[config.mk]
export PLATFORM = sky130hd
export DESIGN_NAME = rv32i_wb_stage_flat
export DESIGN_NICKNAME = d
export VERILOG_FILES = /design/src/rtl/rv32i_wb_stage_if.sv /design/src/rtl/rv32i_wb_stage.sv /design/src/flat_wrapper.sv
export SDC_FILE = /design/constraint.sdc
export NUM_CORES = 1
export LEC_CHECK = 0
export CORE_ASPECT_RATIO = 1.4
export CORE_MARGIN = 4
export CORE_UTILIZATION = 40
export DETAILED_ROUTE_END_ITERATION = 7
export GPL_ROUTABILITY_DRIVEN = 0
export PLACE_DENSITY = 0.91
export SKIP_CTS_REPAIR_TIMING = 1
export SYNTH_ARGS = -nofsm -noshare
export SYNTH_HDL_FRONTEND = slang
export SYNTH_SLANG_ARGS = --single-unit
[constraint.sdc]
create_clock -name clk -period 2.7 [get_ports clk]
set_input_delay 0.81 -clock clk [delete_from_list [all_inputs] [get_ports clk]]
set_output_delay 0.81 -clock clk [all_outputs]
set_load 0.01 [all_outputs]
[src/rtl/rv32i_wb_stage_if.sv]
// Bundle of the MEM/WB stage signals: upstream handoff, load response, regfile write,
// decode bypass, hazard status and retirement counter.
interface rv32i_wb_stage_if #(
    parameter int unsigned CNT_W = 64
);
    logic             ex_valid;
    logic             ex_ready;
    logic             ex_rd_we;
    logic [4:0]       ex_rd;
    logic [31:0]      ex_result;
    logic             ex_is_load;
    logic [2:0]       ex_funct3;
    logic             dmem_rvalid;
    logic [31:0]      dmem_rdata;
    logic             RegWE;
    logic [4:0]       RegWA;
    logic [31:0]      RegWD;
    logic [4:0]       Reg1RA;
    logic [31:0]      Reg1RD;
    logic [4:0]       Reg2RA;
    logic [31:0]      Reg2RD;
    logic [31:0]      fwd1_data;
    logic [31:0]      fwd2_data;
    logic             pend_valid;
    logic [4:0]       pend_rd;
    logic             retire;
    logic [CNT_W-1:0] instret;

    // Upstream pipeline / environment side.
    modport master (
        output ex_valid, ex_rd_we, ex_rd, ex_result, ex_is_load, ex_funct3,
        output dmem_rvalid, dmem_rdata,
        output Reg1RA, Reg1RD, Reg2RA, Reg2RD,
        input  ex_ready, RegWE, RegWA, RegWD, fwd1_data, fwd2_data,
        input  pend_valid, pend_rd, retire, instret
    );

    // The WB stage itself.
    modport slave (
        input  ex_valid, ex_rd_we, ex_rd, ex_result, ex_is_load, ex_funct3,
        input  dmem_rvalid, dmem_rdata,
        input  Reg1RA, Reg1RD, Reg2RA, Reg2RD,
        output ex_ready, RegWE, RegWA, RegWD, fwd1_data, fwd2_data,
        output pend_valid, pend_rd, retire, instret
    );
endinterface

[src/rtl/rv32i_wb_stage.sv]
// MEM/WB stage: holds one retiring instruction, extends load data, drives the regfile
// write port and counts retirements. Define RV32I_WB_BYPASS_EN for write->read bypass.
module rv32i_wb_stage #(
    parameter int unsigned XLEN  = 32,
    parameter int unsigned CNT_W = 64
) (
    input logic              clk,
    input logic              rst_n,
    rv32i_wb_stage_if.slave  bus
);
    typedef enum logic [1:0] {StEmpty, StWaitLoad, StWrite} state_e;

    state_e            r_state;
    state_e            w_state_d;
    logic              r_rd_we;
    logic [4:0]        r_rd;
    logic [XLEN-1:0]   r_data;
    logic              r_is_load;
    logic [2:0]        r_funct3;
    logic [1:0]        r_addr;
    logic [CNT_W-1:0]  r_instret;

    logic              w_ready;
    logic              w_accept;
    logic              w_write;
    logic              w_reg_we;
    logic [4:0]        w_reg_wa;
    logic [XLEN-1:0]   w_reg_wd;
    logic [7:0]        w_byte;
    logic [15:0]       w_half;
    logic [XLEN-1:0]   w_load_data;

    assign w_ready  = (r_state == StEmpty) || (r_state == StWrite);
    assign w_accept = bus.ex_valid && w_ready;
    assign w_write  = (r_state == StWrite);

    always_comb begin
        w_state_d = r_state;
        unique case (r_state)
            StEmpty: begin
                if (w_accept) w_state_d = bus.ex_is_load ? StWaitLoad : StWrite;
            end
            StWaitLoad: begin
                if (bus.dmem_rvalid) w_state_d = StWrite;
            end
            StWrite: begin
                if (w_accept) w_state_d = bus.ex_is_load ? StWaitLoad : StWrite;
                else          w_state_d = StEmpty;
            end
            default: w_state_d = StEmpty;
        endcase
    end

    always_ff @(posedge clk or negedge rst_n) begin
        if (!rst_n) r_state <= StEmpty;
        else        r_state <= w_state_d;
    end

    // Memory returns the aligned word; pick the lane from the latched byte address.
    always_comb begin
        w_byte      = bus.dmem_rdata[7:0];
        w_half      = r_addr[1] ? bus.dmem_rdata[31:16] : bus.dmem_rdata[15:0];
        w_load_data = '0;
        case (r_addr)
            2'd1:    w_byte = bus.dmem_rdata[15:8];
            2'd2:    w_byte = bus.dmem_rdata[23:16];
            2'd3:    w_byte = bus.dmem_rdata[31:24];
            default: w_byte = bus.dmem_rdata[7:0];
        endcase
        case (r_funct3)
            3'b000:  w_load_data = {{24{w_byte[7]}}, w_byte};
            3'b001:  w_load_data = {{16{w_half[15]}}, w_half};
            3'b010:  w_load_data = bus.dmem_rdata;
            3'b100:  w_load_data = {24'd0, w_byte};
            3'b101:  w_load_data = {16'd0, w_half};
            default: w_load_data = '0;
        endcase
    end

    always_ff @(posedge clk or negedge rst_n) begin
        if (!rst_n) begin
            r_rd_we   <= 1'b0;
            r_rd      <= '0;
            r_data    <= '0;
            r_is_load <= 1'b0;
            r_funct3  <= '0;
            r_addr    <= '0;
            r_instret <= '0;
        end else begin
            if (w_accept) begin
                r_rd_we   <= bus.ex_rd_we;
                r_rd      <= bus.ex_rd;
                r_data    <= bus.ex_result;
                r_is_load <= bus.ex_is_load;
                r_funct3  <= bus.ex_funct3;
                r_addr    <= bus.ex_result[1:0];
            end else if ((r_state == StWaitLoad) && bus.dmem_rvalid && r_is_load) begin
                r_data <= w_load_data;
            end
            // Counted on entry so the value seen during WRITE includes that instruction.
            if (w_state_d == StWrite) r_instret <= r_instret + CNT_W'(1);
        end
    end

    assign w_reg_we = w_write && r_rd_we && (r_rd != 5'd0);
    assign w_reg_wa = w_write ? r_rd : 5'd0;
    assign w_reg_wd = w_write ? r_data : '0;

    assign bus.ex_ready   = w_ready;
    assign bus.RegWE      = w_reg_we;
    assign bus.RegWA      = w_reg_wa;
    assign bus.RegWD      = w_reg_wd;
    assign bus.retire     = w_write;
    assign bus.instret    = r_instret;
    assign bus.pend_valid = (r_state == StWaitLoad) && r_is_load;
    assign bus.pend_rd    = ((r_state == StWaitLoad) && r_rd_we) ? r_rd : 5'd0;

`ifdef RV32I_WB_BYPASS_EN
    assign bus.fwd1_data = (w_reg_we && (w_reg_wa == bus.Reg1RA)) ? w_reg_wd : bus.Reg1RD;
    assign bus.fwd2_data = (w_reg_we && (w_reg_wa == bus.Reg2RA)) ? w_reg_wd : bus.Reg2RD;
`else
    logic w_unused_ra;
    assign w_unused_ra   = ^{bus.Reg1RA, bus.Reg2RA};
    assign bus.fwd1_data = bus.Reg1RD;
    assign bus.fwd2_data = bus.Reg2RD;
`endif

endmodule

[src/flat_wrapper.sv]
// flat-port wrapper written by rule: the top's interface ports become plain ports
module rv32i_wb_stage_flat 
#(
    parameter int unsigned XLEN  = 32,
    parameter int unsigned CNT_W = 64
)
  (clk, rst_n, bus_ex_valid, bus_ex_rd_we, bus_ex_rd, bus_ex_result, bus_ex_is_load, bus_ex_funct3, bus_dmem_rvalid, bus_dmem_rdata, bus_Reg1RA, bus_Reg1RD, bus_Reg2RA, bus_Reg2RD, bus_ex_ready, bus_RegWE, bus_RegWA, bus_RegWD, bus_fwd1_data, bus_fwd2_data, bus_pend_valid, bus_pend_rd, bus_retire, bus_instret);
  rv32i_wb_stage_if #(.CNT_W(CNT_W)) bus_i ();
  input logic clk;
  input logic rst_n;
  input wire logic [$bits(bus_i.ex_valid)-1:0] bus_ex_valid;
  input wire logic [$bits(bus_i.ex_rd_we)-1:0] bus_ex_rd_we;
  input wire logic [$bits(bus_i.ex_rd)-1:0] bus_ex_rd;
  input wire logic [$bits(bus_i.ex_result)-1:0] bus_ex_result;
  input wire logic [$bits(bus_i.ex_is_load)-1:0] bus_ex_is_load;
  input wire logic [$bits(bus_i.ex_funct3)-1:0] bus_ex_funct3;
  input wire logic [$bits(bus_i.dmem_rvalid)-1:0] bus_dmem_rvalid;
  input wire logic [$bits(bus_i.dmem_rdata)-1:0] bus_dmem_rdata;
  input wire logic [$bits(bus_i.Reg1RA)-1:0] bus_Reg1RA;
  input wire logic [$bits(bus_i.Reg1RD)-1:0] bus_Reg1RD;
  input wire logic [$bits(bus_i.Reg2RA)-1:0] bus_Reg2RA;
  input wire logic [$bits(bus_i.Reg2RD)-1:0] bus_Reg2RD;
  output wire logic [$bits(bus_i.ex_ready)-1:0] bus_ex_ready;
  output wire logic [$bits(bus_i.RegWE)-1:0] bus_RegWE;
  output wire logic [$bits(bus_i.RegWA)-1:0] bus_RegWA;
  output wire logic [$bits(bus_i.RegWD)-1:0] bus_RegWD;
  output wire logic [$bits(bus_i.fwd1_data)-1:0] bus_fwd1_data;
  output wire logic [$bits(bus_i.fwd2_data)-1:0] bus_fwd2_data;
  output wire logic [$bits(bus_i.pend_valid)-1:0] bus_pend_valid;
  output wire logic [$bits(bus_i.pend_rd)-1:0] bus_pend_rd;
  output wire logic [$bits(bus_i.retire)-1:0] bus_retire;
  output wire logic [$bits(bus_i.instret)-1:0] bus_instret;
  assign bus_i.ex_valid = bus_ex_valid;
  assign bus_i.ex_rd_we = bus_ex_rd_we;
  assign bus_i.ex_rd = bus_ex_rd;
  assign bus_i.ex_result = bus_ex_result;
  assign bus_i.ex_is_load = bus_ex_is_load;
  assign bus_i.ex_funct3 = bus_ex_funct3;
  assign bus_i.dmem_rvalid = bus_dmem_rvalid;
  assign bus_i.dmem_rdata = bus_dmem_rdata;
  assign bus_i.Reg1RA = bus_Reg1RA;
  assign bus_i.Reg1RD = bus_Reg1RD;
  assign bus_i.Reg2RA = bus_Reg2RA;
  assign bus_i.Reg2RD = bus_Reg2RD;
  assign bus_ex_ready = bus_i.ex_ready;
  assign bus_RegWE = bus_i.RegWE;
  assign bus_RegWA = bus_i.RegWA;
  assign bus_RegWD = bus_i.RegWD;
  assign bus_fwd1_data = bus_i.fwd1_data;
  assign bus_fwd2_data = bus_i.fwd2_data;
  assign bus_pend_valid = bus_i.pend_valid;
  assign bus_pend_rd = bus_i.pend_rd;
  assign bus_retire = bus_i.retire;
  assign bus_instret = bus_i.instret;
  rv32i_wb_stage #(.XLEN(XLEN), .CNT_W(CNT_W)) u_core (.clk(clk), .rst_n(rst_n), .bus(bus_i));
endmodule
==> results.py <==
metrics = {
    "critical_path": {
        "reg2regPathDepth": 5,
        "cp_max_fo": 20,
        "required_ns": 2.97,
        "r2r-start": "u_core.bus.instret[31]$_DFFE_PN0N_",
        "r2r_end": "u_core.bus.instret[57]$_DFFE_PN0N_",
        "crit_path_end_kind": "flip-flop",
        "worstPathArrival_ns": 2.94,
        "crit_type": "in -> reg",
        "rrSetupSlack_ns": 0.20,
        "worstSetupStartpointType": "input pin",
    },
    "floorplanning": {
        "die_h_um": 156,
        "coreArea_um2": 15100,
        "fp-row-count": 53,
        "initial_core_util_pct": 41.2,
        "ios": 326,
        "die_width_um": 113,
        "die-area_um2": 17600,
    },
    "placement": {
        "place.detailed.hpwl_um": 14900,
        "dpl.cell_count": 1004,
        "portBuffers": 187,
        "postPlaceCellArea_um2": 8070,
    },
    "power_and_ir_drop": {
        "ir_drop_mv": 0.374,
        "leakagePower_nw": 4.49,
        "power_density_nw_per_um2": 529,
    },
    "global_route": {
        "grt-ovfl-total": 0,
        "track_usage_pct": 22.2,
        "antenna_found_initial": 0,
        "grt_pass1_vias": 5941,
        "grt_start_max_net_pins": 45,
        "grt_pass1_wl_um": 30800,
    },
    "timing": {
        "finClkSkew_ns": 0.00994,
        "relSlewSlack_pct": 47.2,
        "fin_crit_sh_pct": 99.1,
        "max_freq_mhz": 374,
        "grt_setup_unrepaired": "false",
        "hold_viol_final": 0,
        "slew_violations": 0,
        "setup_viol": 0,
        "period_needed_ns": 2.67,
        "worst_pin_slew_ns": 0.792,
        "holdWs_ns": 0.396,
    },
    "clock_network": {
        "insertion_delay_ns": 0.35,
        "htreeDepth": 3,
        "clock_path_buffers": 2,
        "clock-sinks": 110,
        "cts_buffers": 9,
        "path_clk_slew_ns": 0.08,
        "root_buffer": "clkbuf_16",
        "cts_tree": "yes",
    },
    "synth": {
        "yosys.cell_types.count": 48,
        "synth_area_um2": 6220,
        "ys_warn_count": 0,
        "syn_nets": 839,
        "synth_seq_cells": 110,
        "synth_area_per_cell_um2": 9.07,
        "async_reset_ff_share_pct": 100,
        "synth_seq_area_share_pct": 44.2,
        "syn-instance-count": 686,
        "synth-edff-count": 0,
        "synthFlopType": "dfrtp_1",
    },
    "detailed_routing": {
        "ant_nets": 0,
        "drtIter0Drc": 416,
        "dr_total_vias": 5743,
        "wl_met2_um": 9840,
        "routed.top_layer": "met4",
        "dr.pass1.iters": 5,
        "drc": 0,
        "wire_per_inst_um": 19.9,
        "wl_met1_um": 7050,
        "route.met3.wl_um": 1830,
        "via_per_inst": 5.59,
        "wirelength_um": 20500,
    },
    "final_layout": {
        "diodes": 0,
        "stdcell_count": 1028,
        "final_common_cell": "clkdlybuf4s50_1",
        "nNetsFinal": 984,
        "postLayoutCellArea_um2": 8620,
        "drive_gt1_share_pct": 9.57,
        "layout_common_cells": "clkdlybuf4s50_1 (143), dfrtp_1 (109), nand2_1 (104)",
        "areaGrowthSynthToFinish_pct": 38.4,
        "fill_cells": 1279,
    },
    "job": {
        "maxCapViolations": 0,
    },
    "hold_path": {
        "hp-class": "in -> async",
    },
    "outcome": {
        "status": "finished clean",
    },
}
-- worst max-delay path, stage by stage --
cell and delay, ns:
clkdlybuf4s50_1 0.47, or3b_4 0.41, a2111oi_4 0.35, nand4_1 0.20
buf_12 0.21, nor4_4 0.27, xor2_1 0.18
-- metal layers --
| layer | vias to the layer above | track usage [%] |
|---|---|---|
| li1 | 2558 | - |
| met4 | 0 | 17.2 |
| met2 | 339 | 37.8 |
| met5 | - | 0 |
| met1 | 2710 | 23.2 |
| met3 | 136 | 5.59 |
-- registers in the layout, summed over array words and instances (netlist names) --
| signal | cells |
|---|---|
| u_core.r_rd | 5 |
| u_core.r_addr | 2 |
| u_core.r_funct3 | 3 |
| u_core.r_state | 2 |
| u_core.r_is_load | 1 |
| u_core.r_rd_we | 1 |
| u_core.r_data | 32 |
| u_core.bus.instret | 64 |
-- through the flow --
step | worst slack, ns | utilization, % | TNS, ns | total power, mW
5_1_grt | 0.00476 | 57.0 | 0 | 4.76
4_1_cts | -0.183 | 55.6 | -3.58 | 4.57
3_5_place_dp | -0.361 | 53.4 | -9.95 | 3.07
3_3_place_gp | -0.243 | 53.4 | -6.26 | 3.03
6_report | 0.0255 | 57.0 | 0 | 4.55
2_1_floorplan | 0.250 | - | 0 | 2.54
-- kinds of logic after synthesis --
| logic type | count (synthesis) | synth area share [%] |
|---|---|---|
| muxes | 12 | 1.95 |
| and+or+nand+nor | 336 | 27.8 |
| AOI/OAI and AO/OA | 55 | 6.31 |
| adders and majority gates | 1 | 0.201 |
| DFF | 110 | 44.2 |
| xor gates and xnor gates | 63 | 8.87 |
| buffers and inverters | 109 | 10.7 |
-- synth_stat cells, drive strengths merged (2+ instances only) --
cell	number	area, µm²
and4	4	35.0
a211oi	5	37.5
a21oi	17	85.1
o221ai	5	43.8
nor3b	4	30.0
nor3	25	140
nor2	52	195
dfrtp	110	2750
nand4	27	169
a221oi	9	78.8
nor2b	6	37.5
or3	4	25.0
nand3	49	263
nand2	104	390
and3	2	12.5
xnor2	21	184
mux2i	11	110
clkbuf	25	93.8
nor4	11	118
o22ai	9	56.3
inv	13	48.8
xor2	42	368
buf	71	522
and2	42	263
o21ai	4	20.0
-- worst max-delay path by stage --
| stage | from | slack, ns | cells after the start | to |
|---|---|---|---|---|
| 5_1_grt | bus_ex_valid | 0.005 | 7 | u_core.bus.instret[52]$_DFFE_PN0N_ |
| 3_3_place_gp | bus_ex_valid | -0.24 | 7 | u_core.bus.instret[55]$_DFFE_PN0N_ |
| 4_1_cts | u_core.r_state[0]$_DFF_PN0_ | -0.18 | 5 | bus_pend_rd[4] |
| 6_report | bus_ex_valid | 0.03 | 7 | u_core.bus.instret[57]$_DFFE_PN0N_ |
| 3_5_place_dp | bus_ex_valid | -0.36 | 7 | u_core.bus.instret[57]$_DFFE_PN0N_ |
| 2_1_floorplan | bus_ex_is_load | 0.25 | 6 | u_core.bus.instret[57]$_DFFE_PN0N_ |
-- report_power, final --
| group | total, mW | switching, mW | internal, mW |
|---|---|---|---|
| combinational | 1.08 | 0.518 | 0.563 |
| clock | 1.48 | 0.649 | 0.835 |
| sequential | 1.99 | 0.175 | 1.81 |
-- final cells by class --
type                    instances  area, µm²  share of cell area [%]
multi-input cells             467       2840                    33.0
flip-flops and latches        110       2750                    32.0
repair buffers                230       2400                    27.8
well taps                     192        240                    2.79
clock buffers                   9        225                    2.61
clock inverters                 7        113                    1.31
inverters                      13       48.8                   0.566
(Power assumes the default switching activity.)
